`src/rtl/wb_pkg.sv`:
```
// rtl/wb_pkg.sv - shared types and constants for the register-file writeback arbiter
// Contents: wb_req_t (one register-file write request), REG_ZERO, FILE_GPR/FILE_FPR.
package wb_pkg;

    localparam logic [4:0] REG_ZERO = 5'd0;
    localparam logic       FILE_GPR = 1'b0;
    localparam logic       FILE_FPR = 1'b1;

    typedef struct packed {
        logic        fp;
        logic [4:0]  Rw;
        logic [31:0] data;
    } wb_req_t;

endpackage

```
`src/rtl/wb_port_arbiter_if.sv`:
```
// rtl/wb_port_arbiter_if.sv - bus bundle between pipeline/multi-cycle unit/ID and the writeback arbiter
// master: pipeline, multi-cycle unit and ID side (drives requests, sees write port and stall)
// slave : the arbiter (accepts requests, drives write port, mc_ready and Stall_MC)
interface wb_port_arbiter_if;

    logic        pipe_we;
    logic        pipe_fp;
    logic [4:0]  pipe_Rw;
    logic [31:0] pipe_data;

    logic        mc_valid;
    logic        mc_ready;
    logic        mc_fp;
    logic [4:0]  mc_Rw;
    logic [31:0] mc_data;

    logic        issue_valid;
    logic        issue_fp;
    logic [4:0]  issue_Rw;

    logic        id_src_fp;
    logic [4:0]  Rs_ID;
    logic [4:0]  Rt_ID;

    logic        reg_we_gpr;
    logic        reg_we_fpr;
    logic [4:0]  Rw_out;
    logic [31:0] BUS_W_out;
    logic        Stall_MC;

    modport master (
        output pipe_we, pipe_fp, pipe_Rw, pipe_data,
        output mc_valid, mc_fp, mc_Rw, mc_data,
        input  mc_ready,
        output issue_valid, issue_fp, issue_Rw,
        output id_src_fp, Rs_ID, Rt_ID,
        input  reg_we_gpr, reg_we_fpr, Rw_out, BUS_W_out, Stall_MC
    );

    modport slave (
        input  pipe_we, pipe_fp, pipe_Rw, pipe_data,
        input  mc_valid, mc_fp, mc_Rw, mc_data,
        output mc_ready,
        input  issue_valid, issue_fp, issue_Rw,
        input  id_src_fp, Rs_ID, Rt_ID,
        output reg_we_gpr, reg_we_fpr, Rw_out, BUS_W_out, Stall_MC
    );

endinterface

```
`src/rtl/wb_fifo.sv`:
```
// rtl/wb_fifo.sv - DEPTH-entry synchronous FIFO of wb_req_t for multi-cycle results
// Ports: clk, reset (sync, active-high), push/push_data, pop, head (current entry),
//        full, empty, count (0..DEPTH). Push while full and pop while empty are ignored.
module wb_fifo
    import wb_pkg::*;
#(
    parameter int  DEPTH = 2,
    localparam int AW    = $clog2(DEPTH),
    localparam int CW    = AW + 1
) (
    input  logic          clk,
    input  logic          reset,
    input  logic          push,
    input  wb_req_t       push_data,
    input  logic          pop,
    output wb_req_t       head,
    output logic          full,
    output logic          empty,
    output logic [CW-1:0] count
);

    localparam logic [CW-1:0] DEPTH_C = CW'(DEPTH);

    wb_req_t         mem [DEPTH];
    logic [AW-1:0]   wr_ptr;
    logic [AW-1:0]   rd_ptr;
    logic            push_ok;
    logic            pop_ok;

    assign full    = (count == DEPTH_C);
    assign empty   = (count == '0);
    assign push_ok = push & ~full;
    assign pop_ok  = pop & ~empty;
    assign head    = mem[rd_ptr];

    // DEPTH is a power of two, so pointers wrap by natural overflow.
    always_ff @(posedge clk) begin
        if (reset) begin
            wr_ptr <= '0;
            rd_ptr <= '0;
            count  <= '0;
        end else begin
            if (push_ok) begin
                wr_ptr <= wr_ptr + 1'b1;
            end
            if (pop_ok) begin
                rd_ptr <= rd_ptr + 1'b1;
            end
            case ({push_ok, pop_ok})
                2'b10:   count <= count + 1'b1;
                2'b01:   count <= count - 1'b1;
                default: count <= count;
            endcase
        end
    end

    always_ff @(posedge clk) begin
        if (push_ok) begin
            mem[wr_ptr] <= push_data;
        end
    end

endmodule

```
`src/rtl/wb_port_arbiter.sv`:
```
// rtl/wb_port_arbiter.sv - shares the GPR/FPR write port between pipeline writeback and the multi-cycle unit
// Ports: clk, reset (sync, active-high), bus (wb_port_arbiter_if.slave):
//   pipe_*  : pipeline writeback, always accepted, highest priority
//   mc_*    : multi-cycle results with valid/ready, buffered in a DEPTH-entry FIFO
//   issue_* : long-latency issue from ID, marks destination busy
//   id_src_fp, Rs_ID, Rt_ID : ID source operands checked against the busy scoreboard
//   reg_we_gpr, reg_we_fpr, Rw_out, BUS_W_out : registered write port; Stall_MC : ID stall
// Optional: WB_BYPASS_EN lets a multi-cycle result skip the empty FIFO when the port is idle.
module wb_port_arbiter
    import wb_pkg::*;
#(
    parameter int DEPTH = 2
) (
    input logic              clk,
    input logic              reset,
    wb_port_arbiter_if.slave bus
);

    localparam int            CW      = $clog2(DEPTH) + 1;
    localparam logic [CW-1:0] DEPTH_C = CW'(DEPTH);

    wb_req_t         pipe_req;
    wb_req_t         mc_req;
    wb_req_t         head;
    wb_req_t         sel_req;
    logic            sel_valid;
    logic            sel_mc;
    logic            fifo_full;
    logic            fifo_empty;
    logic [CW-1:0]   fifo_count;
    logic            fifo_push;
    logic            fifo_pop;
    logic            mc_ready_i;
    logic            mc_accept;
    logic            bypass;

    logic            reg_we_gpr_q;
    logic            reg_we_fpr_q;
    logic [4:0]      Rw_q;
    logic [31:0]     data_q;

    logic [31:0]     busy_gpr;
    logic [31:0]     busy_fpr;
    logic [31:0]     busy_gpr_n;
    logic [31:0]     busy_fpr_n;
    logic            src_busy;

    assign pipe_req = '{fp: bus.pipe_fp, Rw: bus.pipe_Rw, data: bus.pipe_data};
    assign mc_req   = '{fp: bus.mc_fp,   Rw: bus.mc_Rw,   data: bus.mc_data};

    assign mc_ready_i = (fifo_count < DEPTH_C);
    assign mc_accept  = bus.mc_valid & mc_ready_i;

`ifdef WB_BYPASS_EN
    // Idle port and nothing queued: hand the result straight to the output register.
    assign bypass = ~bus.pipe_we & fifo_empty & bus.mc_valid;
`else
    assign bypass = 1'b0;
`endif

    assign fifo_push = mc_accept & ~bypass;
    assign fifo_pop  = ~bus.pipe_we & ~fifo_empty;

    wb_fifo #(.DEPTH(DEPTH)) u_fifo (
        .clk       (clk),
        .reset     (reset),
        .push      (fifo_push),
        .push_data (mc_req),
        .pop       (fifo_pop),
        .head      (head),
        .full      (fifo_full),
        .empty     (fifo_empty),
        .count     (fifo_count)
    );

    // Pipeline first (it cannot stall), then queued results, then bypass.
    always_comb begin
        sel_valid = 1'b0;
        sel_mc    = 1'b0;
        sel_req   = pipe_req;
        if (bus.pipe_we) begin
            sel_valid = 1'b1;
        end else if (!fifo_empty) begin
            sel_valid = 1'b1;
            sel_mc    = 1'b1;
            sel_req   = head;
        end else if (bypass) begin
            sel_valid = 1'b1;
            sel_mc    = 1'b1;
            sel_req   = mc_req;
        end
    end

    // GPR R0 writes still pop and clear, but never assert the enable.
    always_ff @(posedge clk) begin
        if (reset) begin
            reg_we_gpr_q <= 1'b0;
            reg_we_fpr_q <= 1'b0;
            Rw_q         <= '0;
            data_q       <= '0;
        end else begin
            reg_we_gpr_q <= sel_valid & (sel_req.fp == FILE_GPR) & (sel_req.Rw != REG_ZERO);
            reg_we_fpr_q <= sel_valid & (sel_req.fp == FILE_FPR);
            if (sel_valid) begin
                Rw_q   <= sel_req.Rw;
                data_q <= sel_req.data;
            end
        end
    end

    // Clear first, then set, so a same-cycle issue to the same register stays busy.
    always_comb begin
        busy_gpr_n = busy_gpr;
        busy_fpr_n = busy_fpr;
        if (sel_valid && sel_mc) begin
            if (sel_req.fp == FILE_FPR) begin
                busy_fpr_n[sel_req.Rw] = 1'b0;
            end else begin
                busy_gpr_n[sel_req.Rw] = 1'b0;
            end
        end
        if (bus.issue_valid) begin
            if (bus.issue_fp == FILE_FPR) begin
                busy_fpr_n[bus.issue_Rw] = 1'b1;
            end else if (bus.issue_Rw != REG_ZERO) begin
                busy_gpr_n[bus.issue_Rw] = 1'b1;
            end
        end
    end

    always_ff @(posedge clk) begin
        if (reset) begin
            busy_gpr <= '0;
            busy_fpr <= '0;
        end else begin
            busy_gpr <= busy_gpr_n;
            busy_fpr <= busy_fpr_n;
        end
    end

    assign src_busy = (bus.id_src_fp == FILE_FPR)
                    ? (busy_fpr[bus.Rs_ID] | busy_fpr[bus.Rt_ID])
                    : (busy_gpr[bus.Rs_ID] | busy_gpr[bus.Rt_ID]);

    assign bus.Stall_MC   = src_busy | (bus.issue_valid & ~mc_ready_i);
    assign bus.mc_ready   = mc_ready_i;
    assign bus.reg_we_gpr = reg_we_gpr_q;
    assign bus.reg_we_fpr = reg_we_fpr_q;
    assign bus.Rw_out     = Rw_q;
    assign bus.BUS_W_out  = data_q;

endmodule

```
`src/flat_wrapper.sv`:
```
// flat-port wrapper written by rule: the top's interface ports become plain ports
module wb_port_arbiter_flat import wb_pkg::*;
#(
    parameter int DEPTH = 2
)
  (clk, reset, bus_pipe_we, bus_pipe_fp, bus_pipe_Rw, bus_pipe_data, bus_mc_valid, bus_mc_fp, bus_mc_Rw, bus_mc_data, bus_mc_ready, bus_issue_valid, bus_issue_fp, bus_issue_Rw, bus_id_src_fp, bus_Rs_ID, bus_Rt_ID, bus_reg_we_gpr, bus_reg_we_fpr, bus_Rw_out, bus_BUS_W_out, bus_Stall_MC);
  wb_port_arbiter_if bus_i ();
  input logic clk;
  input logic reset;
  input wire logic [$bits(bus_i.pipe_we)-1:0] bus_pipe_we;
  input wire logic [$bits(bus_i.pipe_fp)-1:0] bus_pipe_fp;
  input wire logic [$bits(bus_i.pipe_Rw)-1:0] bus_pipe_Rw;
  input wire logic [$bits(bus_i.pipe_data)-1:0] bus_pipe_data;
  input wire logic [$bits(bus_i.mc_valid)-1:0] bus_mc_valid;
  input wire logic [$bits(bus_i.mc_fp)-1:0] bus_mc_fp;
  input wire logic [$bits(bus_i.mc_Rw)-1:0] bus_mc_Rw;
  input wire logic [$bits(bus_i.mc_data)-1:0] bus_mc_data;
  output wire logic [$bits(bus_i.mc_ready)-1:0] bus_mc_ready;
  input wire logic [$bits(bus_i.issue_valid)-1:0] bus_issue_valid;
  input wire logic [$bits(bus_i.issue_fp)-1:0] bus_issue_fp;
  input wire logic [$bits(bus_i.issue_Rw)-1:0] bus_issue_Rw;
  input wire logic [$bits(bus_i.id_src_fp)-1:0] bus_id_src_fp;
  input wire logic [$bits(bus_i.Rs_ID)-1:0] bus_Rs_ID;
  input wire logic [$bits(bus_i.Rt_ID)-1:0] bus_Rt_ID;
  output wire logic [$bits(bus_i.reg_we_gpr)-1:0] bus_reg_we_gpr;
  output wire logic [$bits(bus_i.reg_we_fpr)-1:0] bus_reg_we_fpr;
  output wire logic [$bits(bus_i.Rw_out)-1:0] bus_Rw_out;
  output wire logic [$bits(bus_i.BUS_W_out)-1:0] bus_BUS_W_out;
  output wire logic [$bits(bus_i.Stall_MC)-1:0] bus_Stall_MC;
  assign bus_i.pipe_we = bus_pipe_we;
  assign bus_i.pipe_fp = bus_pipe_fp;
  assign bus_i.pipe_Rw = bus_pipe_Rw;
  assign bus_i.pipe_data = bus_pipe_data;
  assign bus_i.mc_valid = bus_mc_valid;
  assign bus_i.mc_fp = bus_mc_fp;
  assign bus_i.mc_Rw = bus_mc_Rw;
  assign bus_i.mc_data = bus_mc_data;
  assign bus_mc_ready = bus_i.mc_ready;
  assign bus_i.issue_valid = bus_issue_valid;
  assign bus_i.issue_fp = bus_issue_fp;
  assign bus_i.issue_Rw = bus_issue_Rw;
  assign bus_i.id_src_fp = bus_id_src_fp;
  assign bus_i.Rs_ID = bus_Rs_ID;
  assign bus_i.Rt_ID = bus_Rt_ID;
  assign bus_reg_we_gpr = bus_i.reg_we_gpr;
  assign bus_reg_we_fpr = bus_i.reg_we_fpr;
  assign bus_Rw_out = bus_i.Rw_out;
  assign bus_BUS_W_out = bus_i.BUS_W_out;
  assign bus_Stall_MC = bus_i.Stall_MC;
  wb_port_arbiter #(.DEPTH(DEPTH)) u_core (.clk(clk), .reset(reset), .bus(bus_i));
endmodule
```
`config.mk`:
```
export PLATFORM = sky130hd
export DESIGN_NAME = wb_port_arbiter_flat
export DESIGN_NICKNAME = d
export VERILOG_FILES = /design/src/rtl/wb_pkg.sv /design/src/rtl/wb_port_arbiter_if.sv /design/src/rtl/wb_fifo.sv /design/src/rtl/wb_port_arbiter.sv /design/src/flat_wrapper.sv
export SDC_FILE = /design/constraint.sdc
export NUM_CORES = 1
export LEC_CHECK = 0
export ABC_AREA = 1
export CAP_MARGIN = 20
export CORE_ASPECT_RATIO = 1.75
export CORE_UTILIZATION = 54
export CTS_BUF_LIST = sky130_fd_sc_hd__clkbuf_4 sky130_fd_sc_hd__clkbuf_8 sky130_fd_sc_hd__clkbuf_16
export DETAILED_ROUTE_END_ITERATION = 12
export GPL_TIMING_DRIVEN = 1
export PLACE_DENSITY = 0.79
export SETUP_SLACK_MARGIN = 0.15
export SYNTH_ARGS = -nofsm -noshare
export SYNTH_HDL_FRONTEND = slang
export SYNTH_HIERARCHICAL = 1
export SYNTH_SLANG_ARGS = --single-unit
```
`constraint.sdc`:
```
create_clock -name clk -period 4.51 [get_ports clk]
set_clock_uncertainty 0.1 [all_clocks]
set_input_delay 1.353 -clock clk [delete_from_list [all_inputs] [get_ports clk]]
set_output_delay 1.353 -clock clk [all_outputs]
set_load 0.01 [all_outputs]
```
# [Yosys cells after proc, flatten, opt, wreduce, memory -nomap -nowiden]
# Memory sizes are Yosys's and may differ from the RTL's. A register that Yosys moved wholly into a read port is not among the register bits.
# Index checks and enable logic that the tools add are counted.
# W data, S select, Z words.
[op_classes] mux=32 reduce_logical=7 addsub=4 n_bitwise=21 n_lt_le_gt_ge=7 n_eq_ne=3
[ops] cell="$mux W32" n=9
[ops] cell="$mux W38" n=2
[ops] cell="$and A32 B32 Y32" n=2
[ops] cell="$or A32 B32 Y32" n=2
[ops] cell="$not A32 Y32" n=1
[ops] cell="$lt A5 B6 Y1 const B" n=4
[ops] cell="$bmux W1 S5" n=4
[ops] cell="$mux W1" n=14
[ops] cell="$demux W1 S5" n=2
[ops] cell="$ge A5 B1 Y1 const B" n=2
[ops] cell="$reduce_bool A5 Y1" n=2
[ops] cell="$and A1 B1 Y1" n=8
[ops] cell="$not A1 Y1" n=5
[ops] cell="$eq A2 B2 Y1 const B" n=2
[ops] cell="$pmux W2 S2" n=1
[ops] cell="$logic_and A1 B1 Y1" n=3
[ops] cell="$or A1 B1 Y1" n=3
[ops] cell="$add A1 B1 Y1 const B" n=2
[ops] cell="$add A2 B1 Y2 const B" n=1
[ops] cell="$eq A2 B1 Y1 const B" n=1
[ops] cell="$logic_not A2 Y1" n=1
[ops] cell="$lt A2 B2 Y1 const B" n=1
[ops] cell="$reduce_bool A2 Y1" n=1
[ops] cell="$sub A2 B1 Y2 const B" n=1
[totals] ramBits=76 regBits=107 inputBits=98 n_memories=1 out_inout_bits=41 word_cells=84
[mem_list] name="u_core.u_fifo.mem" depth=2 word_bits=38 read_ports=1 rd_ports_with_merged_regs=1 write_ports=1 line_no="wb_fifo.sv:24" rtl="wb_req_t mem [DEPTH];"

# [Depth between registers and ports, before layout]
# Gate-level depths: netlist (run 1).
[depth] depth_word=15 depth_mapped=13 mapped_depth_nobuf=11

# [By module]
# The synthesis (run 1) kept the hierarchy.
[modules_own_cells] module="wb_port_arbiter" seq_area_each_um2=2062.0 cells_each=1004 area_each_um2=5931.9 instances=1
[modules_own_cells] module="wb_fifo" seq_area_each_um2=2382.3 cells_each=158 area_each_um2=3069.2 instances=1

# [Least setup slack after synthesis (run 1)]
# Ideal clock, no wire load.
[synth_path] path_kind="input to output" startpoint="input bus_Rt_ID[1]" endpoint="output bus_Stall_MC" path_slack_ns=0.566 required_time_ns=3.057 path_stages=12 path_buffers=2 t_arrival_ns=2.491 path_cell_list="buf_2 inv_1 clkbuf_1 nand3_1 nand3_1 nand2_1 nand2_1 nand3_1 nand2_1 nand2_1 nand2_1 nand3_1"
[synth_via] elab_chain_cells=5 elab_cells_between_ends=8 classes_between="5 x mux; 3 x bitwise"
[synth_lines] item="from (decl)" line_no="flat_wrapper.sv:24" rtl="input wire logic [$bits(bus_i.Rt_ID)-1:0] bus_Rt_ID;"
[synth_lines] item="$bmux W1 S5 (on tied branches)" line_no="wb_port_arbiter.sv:143, wb_port_arbiter.sv:142"
[synth_lines] item="$mux W1 (on tied branches)" line_no="wb_port_arbiter.sv:143, wb_port_arbiter.sv:142"
[synth_lines] item="$or A1 B1 Y1 (on tied branches)" line_no="wb_port_arbiter.sv:143, wb_port_arbiter.sv:142"
[synth_lines] item="$mux W1 (*)" line_no="wb_port_arbiter.sv:142" rtl="? (busy_fpr[bus.Rs_ID] | busy_fpr[bus.Rt_ID])"
[synth_lines] item="$or A1 B1 Y1 (*)" line_no="wb_port_arbiter.sv:145" rtl="assign bus.Stall_MC = src_busy | (bus.issue_valid & ~mc_ready_i);"
[synth_lines] item="to (decl)" line_no="flat_wrapper.sv:29" rtl="output wire logic [$bits(bus_i.Stall_MC)-1:0] bus_Stall_MC;"
# Mark *: on every way between the ends. The rest lies on a longest branch, timed or not. The select of a mux whose other input is x is not followed.

# [Worst setup path after layout (run 1)]
[layout_path] startpoint="input bus_Rs_ID[1]" endpoint="output bus_Stall_MC"
[layout_via] elab_chain_cells=5 elab_cells_between_ends=8 classes_between="5 x mux; 3 x bitwise"
[layout_lines] item="from (decl)" line_no="flat_wrapper.sv:23" rtl="input wire logic [$bits(bus_i.Rs_ID)-1:0] bus_Rs_ID;"
[layout_lines] item="$bmux W1 S5 (on tied branches)" line_no="wb_port_arbiter.sv:143, wb_port_arbiter.sv:142"
[layout_lines] item="$mux W1 (on tied branches)" line_no="wb_port_arbiter.sv:143, wb_port_arbiter.sv:142"
[layout_lines] item="$or A1 B1 Y1 (on tied branches)" line_no="wb_port_arbiter.sv:143, wb_port_arbiter.sv:142"
[layout_lines] item="$mux W1 (*)" line_no="wb_port_arbiter.sv:142"
[layout_lines] item="$or A1 B1 Y1 (*)" line_no="wb_port_arbiter.sv:145"
# Marked as above.

==> results of run 1 <==
==> area by class of cell <==
cell class | count | area [um^2] | share of cell area [%]
clock buffer | 18 | 439 | 3.86
clock inverter | 14 | 134 | 1.18
inverter | 103 | 392 | 3.44
multi-input combinational | 814 | 3920 | 34.4
sequential | 184 | 4450 | 39.0
tap | 224 | 280 | 2.46
timing repair buffer | 173 | 1780 | 15.6
==> timing repair <==
item / 4_1_cts / 5_1_grt
gates cloned: 2 / 1
resized for setup: 20 / 8
pin swaps: 1 / 1
setup buffers: 1 / 0
setup endpoints to repair: 1 / 1
==> cells by family after synthesis <==
group | Yosys count
AND/OR/NAND/NOR | 627
flip-flops | 184
buffers and inverters | 164
AO/OA/AOI/OAI | 148
multiplexers | 38
adder cells (fa/ha/maj) | 1
==> power by group through the flow <==
stage / Combinational [mW] / Clock, mW / Sequential (mW)
after floorplan: 0.563 / 0 / 2.01
after global placement: 0.953 / 0 / 2.00
after detailed placement: 0.965 / 0 / 2.01
after CTS: 0.982 / 1.48 / 1.97
after global routing: 1.07 / 1.54 / 1.98
final: 0.992 / 1.46 / 1.97
==> Yosys cell counts, types with 18 or more instances <==
library cell    n
clkbuf_1       42
dfxtp_1       108
o21ai_1        32
mux2_2         18
o21ai_0        39
nand2_1       411
nand3_1       130
mux2_4         20
inv_1          98
a21oi_1        64
nor2_1         70
edfxtp_1       76
==> worst max-delay path: stages <==
cell and delay (ns):
dlygate4sd2_1 0.27, inv_1 0.09, buf_12 0.15, nor2_1 0.09, o21ai_0 0.08, nand3_1 0.12, nand3_1 0.08, nand3_1 0.08
nand2_1 0.07, nand2_1 0.06, nand2_1 0.04, nand3_1 0.06, clkdlybuf4s15_2 0.22
==> metal layers <==
metal	up-vias	routed length [um]	global-route usage, %
li1	4032	-	-
met1	3949	9030	32.3
met2	425	14100	56.9
met3	105	2000	8.00
met4	0	1740	20.6
met5	-	0	0
==> sequential cells by signal (all words and copies together) (netlist names), named ones only <==
name                   count
u_core/bus.BUS_W_out      32
u_core/bus.Rw_out          5
u_core/busy_fpr           32
u_core/u_fifo/wr_ptr       1
u_core/u_fifo/rd_ptr       1
u_core/bus.reg_we_fpr      1
u_core/busy_gpr           32
u_core/u_fifo/mem         76
u_core/bus.reg_we_gpr      1
u_core/u_fifo/count        2
==> path summary, 6_finish.rpt <==
path	from	end	slack, ns	cells after the start
setup reg to reg	u_core/u_fifo/count[1]	u_core/busy_fpr[11]	1.77	9
hold reg to reg	u_core/busy_gpr[1]	u_core/busy_gpr[1]	0.39	2
hold / removal	u_core/busy_gpr[1]	u_core/busy_gpr[1]	0.39	2
setup / recovery	bus_Rs_ID[1]	bus_Stall_MC	0.30	13
==> through the flow <==
stage / TNS [ns] / cells
after floorplan: 0 / 1162
after global placement: -0.366 / 1494
after detailed placement: -0.386 / 1494
after CTS: 0 / 1529
after global routing: 0 / 1530
final: 0 / 1530
==> results.json, run 1 <==
{
  "syn_area_per_cell_um2": 7.75,
  "antenna_found_initial": 0,
  "tightest_slew_ns": 0.778,
  "design_power_total_mw": 4.42,
  "clkPwrFrac_pct": 33.0,
  "preCtsSetupSlack_ns": -0.386,
  "drtIter0Drc": 441,
  "status": "completed",
  "globalplace.congestion": 0.933,
  "die_h_um": 173,
  "fin_nets": 1392,
  "diodes": 0,
  "vias": 8511,
  "wire_per_inst_um": 17.6,
  "track_usage_pct": 31.9,
  "avgViaCountPerCell": 5.56,
  "cp.required_ns": 3.06,
  "finalHoldViolations": 0,
  "power.leakage_nw": 4.60,
  "yosysWarningCount": 6,
  "crit_fanout": 13,
  "io_buffers": 138,
  "crit_arrival_ns": 2.76,
  "intPower_mw": 3.10,
  "cts_tree": "built",
  "die_area_um2": 17200,
  "critPathKind": "in -> out",
  "grt_pass1_vias": 8337,
  "synth_top_area_share_pct": 25.4,
  "clock_sinks": 184,
  "setup_viol": 0,
  "core.rowCount": 62,
  "synth_xor_area_share_pct": 0,
  "drive_gt1_share_pct": 10.3,
  "power_frac_seq_pct": 44.6,
  "final_cell_area_um2": 11400,
  "clkSlewWorstSetupHoldPaths_ns": 0.07,
  "placed_area_um2": 10700,
  "drt_wl_total_mm": 26.9,
  "power_density_nw_per_um2": 389,
  "area_growth_pct": 26.5,
  "finalWorstSetupSlack_ns": 0.295,
  "final_common_cell": "nand2_1",
  "fp.dieW_um": 99.6,
  "first_pass_iters": 5,
  "ant_nets": 0,
  "grt-ovfl-total": 0,
  "synth_compound_area_share_pct": 8.72,
  "synthFlopType": "dfxtp_1",
  "grt_pass1_wl_mm": 42.0,
  "maxCapViolCount": 0,
  "drc": 0,
  "pwr-share-comb_pct": 22.4,
  "yosys.area_share.simple_pct": 28.8,
  "clkLatencyLatePin_ns": 0.44,
  "io-pin-count": 139,
  "synth_edf_count": 76,
  "fin_hold_ws_ns": 0.392,
  "clock-root-buffer": "clkbuf_16",
  "cts.path.max_buffers": 2,
  "cts_made_buffers": 17,
  "relSlewSlack_pct": 47.9,
  "layout_common_cells": "nand2_1 (411), clkdlybuf4s50_1 (130), nand3_1 (128)",
  "finalMaxSlewViolations": 0,
  "synth_area_um2": 9000,
  "ctsHoldBuffers": 0,
  "synthMuxAreaShare_pct": 5.59,
  "fillers": 1334,
  "grt_setup_unrepaired": "false",
  "finalCriticalPeriod_ns": 4.21,
  "start_kind": "primary input",
  "ir_worst_vdd_uv": 334,
  "finalCritPeriodShare_pct": 93.5,
  "switching_share_pct": 29.9,
  "syn_nets": 1261,
  "yosysSeqAreaShare_pct": 49.4,
  "critPathCaptureType": "output port",
  "ys_seq_elements": 184,
  "synthArstFlopShare_pct": 0,
  "postLayoutCoreUtil_pct": 69.6,
  "synth_top_area_cell": "edfxtp_1",
  "synthTopCellsByArea": "edfxtp_1 (25%), dfxtp_1 (24%), nand2_1 (17%)",
  "coreArea_um2": 16400,
  "fmax_mhz": 237,
  "h-tree-depth": 4,
  "initial_core_util_pct": 55.0,
  "switchingPower_mw": 1.32,
  "synthAdderAreaFrac_pct": 0.139,
  "hold_class": "reg -> reg",
  "dp_hpwl_mm": 18.8,
  "ys_types": 29,
  "grt_max_degree": 67,
  "netlist_instances": 1162,
  "synth_top_family_by_area": "simple AND/OR/NAND/NOR gates"
}
Note: power is estimated with default switching activity, not from simulation.
==> run 2: changes to the inputs <==
PLACE_DENSITY = not set   (was 0.79)
PLACE_DENSITY_LB_ADDON = 0.12   (was not set)
==> run 2 against run 1 <==
Compared with the run above: combinational power is essentially flat; core utilization grew 0.18 points; setup slack lost 0.045 ns; non-clock buffer count is the same; die area is the same; sequential power is essentially flat; sequential cell count is the same; first-iteration DRC count grew 7.5%; sequential share of layout area shrank 0.099 points; critical path type unchanged; largest cell class unchanged.
==> results.json, run 2 (synthesis gave the netlist of run 1 again) <==
{
  "grt_setup_unrepaired": "false",
  "fin_hold_ws_ns": 0.394,
  "final_common_cell": "nand2_1",
  "largest_register_ffs": 76,
  "wire_per_inst_um": 17.5,
  "track_usage_pct": 32.1,
  "diodes": 0,
  "cts_tree": "built",
  "h-tree-depth": 4,
  "ant_nets": 0,
  "preCtsSetupSlack_ns": -0.361,
  "coreArea_um2": 16400,
  "finalWorstSetupSlack_ns": 0.251,
  "setup_viol": 0,
  "clock-root-buffer": "clkbuf_16",
  "fmax_mhz": 235,
  "status": "completed",
  "grt_max_degree": 39,
  "drtIter0Drc": 474,
  "crit_arrival_ns": 2.81,
  "start_kind": "primary input",
  "clkLatencyLatePin_ns": 0.44,
  "ctsHoldBuffers": 0,
  "fin_nets": 1392,
  "critPathKind": "in -> out",
  "ir_worst_vdd_uv": 376,
  "power.leakage_nw": 4.63,
  "cts_made_buffers": 17,
  "fp.dieW_um": 99.6,
  "clock_sinks": 184,
  "grt-ovfl-total": 0,
  "core.rowCount": 62,
  "finalMaxSlewViolations": 0,
  "finalCritPeriodShare_pct": 94.4,
  "drt_wl_total_mm": 26.8,
  "finalHoldViolations": 0,
  "io_buffers": 138,
  "maxCapViolCount": 0,
  "drive_gt1_share_pct": 10.5,
  "die_area_um2": 17200,
  "relSlewSlack_pct": 58.2,
  "tightest_slew_ns": 0.626,
  "vias": 8330,
  "cts.path.max_buffers": 2,
  "area_growth_pct": 26.8,
  "globalplace.congestion": 0.991,
  "first_pass_iters": 5,
  "grt_pass1_wl_mm": 42.0,
  "crit_fanout": 8,
  "grt_pass1_vias": 8186,
  "dp_hpwl_mm": 18.7,
  "power_density_nw_per_um2": 391,
  "avgViaCountPerCell": 5.44,
  "die_h_um": 173,
  "antenna_found_initial": 0,
  "finalCriticalPeriod_ns": 4.26,
  "initial_core_util_pct": 55.0,
  "hold_class": "reg -> reg",
  "largest_register": "u_core/u_fifo/mem",
  "design_power_total_mw": 4.47,
  "layout_common_cells": "nand2_1 (411), clkdlybuf4s50_1 (132), nand3_1 (126)",
  "critPathCaptureType": "output port",
  "io-pin-count": 139,
  "drc": 0,
  "clkSlewWorstSetupHoldPaths_ns": 0.06,
  "cp.required_ns": 3.06,
  "finalSetupTns_ns": 0
}
==> run 2: worst max-delay path, cell delays in order <==
cell	delay (ns)
clkdlybuf4s50_1	0.49
inv_1	0.08
buf_12	0.15
nand3_1	0.08
nand2_1	0.10
nand2_1	0.10
nand3_1	0.08
nand2_1	0.07
nand2_1	0.06
nand2_1	0.06
nand3_1	0.06
buf_2	0.14
==> run 2: final timing paths <==
| check | cells past startpoint | from | slack, ns | to |
|---|---|---|---|---|
| hold reg to reg | 2 | u_core/busy_gpr[6] | 0.39 | u_core/busy_gpr[6] |
| hold / removal | 2 | u_core/busy_gpr[6] | 0.39 | u_core/busy_gpr[6] |
| setup / recovery | 12 | bus_Rt_ID[2] | 0.25 | bus_Stall_MC |
| setup reg to reg | 11 | u_core/u_fifo/count[1] | 1.95 | u_core/busy_gpr[23] |
==> run 2: metrics by stage <==
| stage | area (um^2) | instances | util [%] |
|---|---|---|---|
| 2_1_floorplan | 9000 | 1162 | - |
| 3_3_place_gp | 10700 | 1493 | 65.3 |
| 3_5_place_dp | 10700 | 1493 | 65.3 |
| 4_1_cts | 11400 | 1527 | 69.4 |
| 5_1_grt | 11400 | 1530 | 69.7 |
| 6_report | 11400 | 1530 | 69.7 |
==> run 2: final cells by class <==
cell class / instances / area [um^2]
fill: 1313 / 4950
clock inverter: 8 / 52.6
sequential: 184 / 4450
inverter: 103 / 393
tap: 224 / 280
timing repair buffer: 173 / 1770
clock buffer: 24 / 548
multi-input combinational: 814 / 3930
==> run 2: power by group <==
group	total, mW	internal (mW)	switching [mW]
Sequential	1.97	1.90	0.0684
Clock	1.50	0.858	0.641
Combinational	1.00	0.418	0.581
Total	4.47	3.18	1.29
==> run 2: repair_timing <==
item,CTS,global route
endpoints found under the setup margin,1,1
hold endpoints to repair,0,0
buffers inserted,0,1
cloned,2,1
pin swaps,2,1
resized for setup,17,13
==> run 2: layer usage <==
layer	vias to the layer above	wire (um)	global-route usage, %	share of wire, %
met5	-	0	0	0
met4	0	1910	23.5	7.1
met3	103	1590	6.63	5.9
met2	326	14000	56.8	52
met1	3867	9320	32.9	35
li1	4034	-	-	-
